$ cat config.mk
export PLATFORM = sky130hd
export DESIGN_NAME = dsp_acc4_seq
export DESIGN_NICKNAME = d
export VERILOG_FILES = /design/src/rtl/dsp_acc4_seq.sv
export SDC_FILE = /design/constraint.sdc
export NUM_CORES = 1
export LEC_CHECK = 0
export BUFFER_PORTS_ARGS = -buffer_cell sky130_fd_sc_hd__buf_2
export CAP_MARGIN = 20
export CELL_PAD_IN_SITES_DETAIL_PLACEMENT = 0
export CELL_PAD_IN_SITES_GLOBAL_PLACEMENT = 1
export CORE_MARGIN = 5
export CORE_UTILIZATION = 37
export DETAILED_ROUTE_END_ITERATION = 8
export MAX_ROUTING_LAYER = met4
export PLACE_DENSITY_LB_ADDON = 0.1
export REMOVE_ABC_BUFFERS = 1
export SYNTH_ARGS = -nofsm -noshare
export SYNTH_HDL_FRONTEND = slang
export SYNTH_SLANG_ARGS = --single-unit
$ cat constraint.sdc
create_clock -name clk -period 1.7 [get_ports clk]
set_input_delay 0.085 -clock clk [delete_from_list [all_inputs] [get_ports clk]]
set_output_delay 0.085 -clock clk [all_outputs]
set_load 0.03 [all_outputs]
$ cat src/rtl/dsp_acc4_seq.sv
// Sequencer for a 4-operand DSP accumulator: groups TAPS beats per sum, tracks
// result latency with a marker pipeline, and manages reset/flush of the datapath.
module dsp_acc4_seq #(
    parameter int TAPS = 4,
    parameter int LAT  = 3
) (
    input  logic clk,
    input  logic aresetn,
    input  logic clken,
    input  logic flush,
    input  logic in_valid,
    output logic in_ready,
    output logic acc_clken,
    output logic acc_dsp_reset,
    output logic acc_mode,
    output logic acc_op_en,
    output logic res_valid,
    input  logic res_ready
);

    localparam int CW = (TAPS > 1) ? $clog2(TAPS) : 1;
    localparam int IW = (LAT > 1) ? $clog2(LAT) : 1;

    localparam logic [1:0] ST_INIT  = 2'd0;
    localparam logic [1:0] ST_RUN   = 2'd1;
    localparam logic [1:0] ST_FLUSH = 2'd2;

    logic [1:0]     state;
    logic [IW-1:0]  wait_cnt;
    logic [CW-1:0]  beat_cnt;
    logic [LAT-1:0] marker;
    logic [LAT-1:0] marker_next;
    logic           stall;
    logic           take;
    logic           last_beat;

    // The last marker stage doubles as res_valid, so freezing the pipeline holds the result.
    assign res_valid     = marker[LAT-1];
    assign stall         = res_valid && !res_ready;
    assign acc_clken     = clken && !stall;
    assign in_ready      = (state == ST_RUN) && !stall;
    assign take          = in_valid && in_ready && clken && !flush;
    assign acc_op_en     = take;
    assign acc_mode      = (beat_cnt != '0);
    assign acc_dsp_reset = (state != ST_RUN);
    assign last_beat     = (beat_cnt == CW'(TAPS - 1));

    always_comb begin
        marker_next    = marker << 1;
        marker_next[0] = take && last_beat;
    end

    always_ff @(posedge clk or negedge aresetn) begin
        if (!aresetn) begin
            state    <= ST_INIT;
            wait_cnt <= '0;
            beat_cnt <= '0;
            marker   <= '0;
        end else if (clken) begin
            if (flush) begin
                state    <= ST_FLUSH;
                wait_cnt <= '0;
                beat_cnt <= '0;
                marker   <= '0;
            end else begin
                case (state)
                    ST_INIT, ST_FLUSH: begin
                        if (wait_cnt == IW'(LAT - 1)) begin
                            state    <= ST_RUN;
                            wait_cnt <= '0;
                        end else begin
                            wait_cnt <= wait_cnt + IW'(1);
                        end
                    end
                    ST_RUN: state <= ST_RUN;
                    default: begin
                        state    <= ST_INIT;
                        wait_cnt <= '0;
                    end
                endcase
                if (take) begin
                    beat_cnt <= last_beat ? '0 : beat_cnt + CW'(1);
                end
                if (!stall) begin
                    marker <= marker_next;
                end
            end
        end
    end

endmodule

After elaboration in Yosys (flattened, before gate mapping) --
Cells that the tools add are included.
Word-level totals: logic and storage cells 43, register bits after elaboration 9, output and inout port bits 6
Cells by class: reduce and logical (&&, ||, !) cells 18, eq/ne operators 8, multiplexer cells 11, add/subtract/negate cells 2
Operator list (number):
- $mux 2 | 7
- $pmux 2 s2 | 2
- $reduce_and 2->1 | 4
- $logic_and 1x1->1 | 7
- $eq 2x2->1 const B | 3
- $mux 3 | 2
- $add 2x1->2 const B | 2
- $ne 2x2->1 const B | 2
- $reduce_bool 2->1 | 2
- $logic_not 1->1 | 3
- $ne 3x3->1 const B | 1
- $eq 2x1->1 const B | 1
- $logic_not 2->1 | 1
- $ne 2x1->1 const B | 1
- $reduce_or 2->1 | 1

Depth between registers and ports, before layout --
word-level depth 10, gate-level depth with buffers 4

Least setup slack after synthesis --
No wires, ideal clock.
path type reg-to-reg, start point register marker[2], end point register marker[0], stages on the path, launching flop included 4, library setup time 0.066 ns, arrival 1.498 ns, path slack 0.136 ns, cell sequence dfrtp_1 nor2b_1 nor4b_4 a22o_1
Between the ends: word-level cells in the longest chain between the ends 9, elaborated cells on any way between the ends 11, classes of those cells 1 x eq/ne; 2 x mux; 8 x reduce/logical
RTL lines:
- start, declared | line 31 | logic [LAT-1:0] marker;
- start signal, assigned | line 85 | marker <= marker_next;
- $logic_and 1x1->1 | line 39 | assign stall = res_valid && !res_ready;
- $logic_not 1->1
- $logic_and 1x1->1 | line 41 | assign in_ready = (state == ST_RUN) && !stall;
- $logic_and 1x1->1 (3 in a row) | line 42 | assign take = in_valid && in_ready && clken && !flush;
- via acc_op_en | line 16 | output logic acc_op_en,
- $logic_and 1x1->1 | line 50 | marker_next[0] = take && last_beat;
- $mux 3 | line 84 | if (!stall) begin
- $mux 3 | line 60 | if (flush) begin
The timed path passes the listed nets, and every way through them passes these cells. The select of a mux whose other input is x is not followed. A chain may end at the register's enable or synchronous reset.

Final worst setup path --
start point register marker[2], end point output port acc_op_en
Between the ends: word-level cells in the longest chain between the ends 6
RTL lines (line):
- $logic_and 1x1->1 | 39
- $logic_not 1->1
- $logic_and 1x1->1 | 41
- $logic_and 1x1->1 (3 in a row) | 42
- end, declared | 16
No other way between the ends.

==> results.ini <==
[timing]
layout_min_cycle_time_ns = 1.55
hold_violations = 0
finalSetupViolations = 0
tns_ns = 0
grt_setup_unrepaired = false
drv_slew = 0
maxSlewHeadroom = 0.703
skew_ns = 0.00200
tightestPinTransition_ns = 0.445
finalCritPeriodShare = 0.913
fmax_ghz = 0.645

[yosys]
synthTopCellsByCount = 9 x dfrtp_1, 6 x inv_1, 4 x a22o_1
synthArstFlopShare = 1.00
avgSynthCellArea_um2 = 10.2
synth_ff_type = dfrtp_1
synth_area_leaders = dfrtp_1 44%, a22o_1 6.9%, ha_1 4.9%
synth.most_common_cell = dfrtp_1
synth-edff-count = 0
synth_area_um2 = 508
ys_types = 25
synth_area_leader_cell = dfrtp_1
ys_seq_area_frac = 0.443
synth_top_area_share = 0.443
ys_ff_latch = 9
ys_warn_count = 0
syn_inst = 50

[grt]
grt_first_pass_wirelength_mm = 1.74
grt_max_degree = 14
grt_overflow = 0
grt_pass1_vias = 400
grt_use_total = 0.117
grt_antenna_before_repair = 0

[worst_setup_path]
timing.rr.start = marker[2]$_DFFE_PN0P_
path_buf_inv = 1
cp.required_ns = 1.62
crit_family = simple AND/OR/NAND/NOR gates
cp_slowest_cell = dfrtp_1
cp_cell_sequence = nor2b_1, nor4b_4, buf_2
slowest_delay_ns = 0.40
worstSetupPathType = flop to primary output
critPathLaunchType = flop
crit_start = marker[2]$_DFFE_PN0P_
arrival_ns = 1.47
critPathMaxFanout = 5
endpoint_kind = primary output

[cells_and_area]
nets = 73
final_cell_count_no_fill = 79
final_cell_area_um2 = 609
drive_gt1_frac = 0.266
fill_cells = 141
syn_to_final_growth_pct = 20.0
antenna_cells = 0

[pwr]
power.internal_w = 0.000346
power_switching_w = 0.000116
pwr-share-clk = 0.354
ir_worst_vdd_v = 0.000331
seq_power_share = 0.518
p_per_area_nw_per_um2 = 760
sw_frac_of_total = 0.251
power.share.combinational = 0.128
cellLeakagePower_nw = 0.301

[placed_design]
place_hpwl_um = 745
dpl_cell_area_um2 = 573
place_inst = 74
io_buffer_count = 11
globalplace.congestion = 0.704

[run_status]
status = completed

[route]
wire_per_inst_um = 12.2
drtPass1Iterations = 2
drt-vias-per-instance = 5.14
antenna_left = 0
num_vias = 406
drc = 0
drt-initial-drc-count = 6
drt-total-wl_um = 962

[floorplanning]
num_rows = 13
die_w_um = 47.1
chipHeight_um = 47.1
start_util = 0.390
ios = 12
fp.dieArea_um2 = 2210
core_um2 = 1300

[clock_tree]
cts_tree = done
clk_latency_ns = 0.25
cts_buffers = 3
cts_buffer_depth = 2
postCtsSetupBuffers = 0
clkSlewWorstSetupHoldPaths_ns = 0.06
cts_sinks = 9
htreeDepth = 1
cts-root-buf = clkbuf_4

[worst_hold_path]
hp-class = input port to flop
worstHoldStart = flush

[job]
drv_cap = 0

==> logic make-up (layout without fill, tap and decap cells) <==
logic type | Yosys count | count (layout) | synth area share
adder cells (fa/ha/maj) | 2 | 2 | 0.0493
buffers and inverters | 8 | 22 | 0.0616
AND/OR/NAND/NOR | 16 | 16 | 0.217
multiplexers | 1 | 1 | 0.0222
flip-flops | 9 | 9 | 0.443
AO/OA/AOI/OAI | 14 | 14 | 0.207
==> repair_timing <==
item                                    CTS  global route
hold buffers                              1             0
hold endpoints to repair                  9             0
endpoints found under the setup margin    0             0
gates resized for setup                   0             0
==> per-stage QoR <==
step                hold WS (ns)  utilization  power (W)  setup WS [ns]
floorplan                 -0.211            -   0.000277          0.136
global placement         -0.0501        0.440   0.000303          0.397
detailed placement       -0.0487        0.440   0.000302          0.369
CTS                        0.108        0.468   0.000474          0.133
global route               0.124        0.468   0.000500         0.0687
finish                     0.119        0.468   0.000463          0.149
==> per-layer routing <==
layer / vias up / routed length [µm] / track usage
li1: 210 / - / -
met1: 189 / 448 / 0.136
met2: 5 / 457 / 0.176
met3: 2 / 48 / 0.0498
met4: 0 / 7 / 0.0497
met5: - / 0 / -
==> flip-flops by register name (all words and copies together), names as in the netlist <==
name and cells:
beat_cnt 2, wait_cnt 2, state 2, marker 3
==> layout make-up <==
type / count / area [µm²] / share of cell area
Multi-Input combinational cell: 33 / 251 / 0.413
Tap cell: 15 / 18.8 / 0.0308
Timing Repair Buffer: 12 / 65.1 / 0.107
Clock buffer: 4 / 26.3 / 0.0431
Inverter: 6 / 22.5 / 0.0370
Sequential cell: 9 / 225 / 0.370
==> final timing paths <==
check                                          endpoint  slack (ns)  depth (start not counted)
worst min-delay path              marker[2]$_DFFE_PN0P_        0.12                          2
max in group asynchronous          state[0]$_DFFE_PN0P_        1.31                          2
worst max-delay path                          acc_op_en        0.15                          3
worst min register to register    marker[0]$_DFFE_PN0P_        0.51                          1
worst max register to register  beat_cnt[1]$_DFFE_PN0P_        0.36                          3
min in group asynchronous         marker[2]$_DFFE_PN0P_        0.21                          2
==> power groups by stage <==
stage	clock (W)	sequential [W]	combinational, W
finish	0.000164	0.000240	0.0000591
global route	0.000191	0.000243	0.0000663
CTS	0.000174	0.000240	0.0000603
detailed placement	0	0.000243	0.0000585
global placement	0	0.000244	0.0000591
floorplan	0	0.000241	0.0000364
==> placed cells by master, fill, tap and decap left out, types with 2 or more instances in the layout <==
cell type and n:
a22o_1 4, buf_2 11, clkbuf_4 3, dfrtp_1 9, ha_1 2, inv_1 6, nand2_1 2, nand2b_1 2
nor2_1 3, nor2b_1 2, o21ai_0 3, or3_1 2
Power figures use the tool's default switching activity.
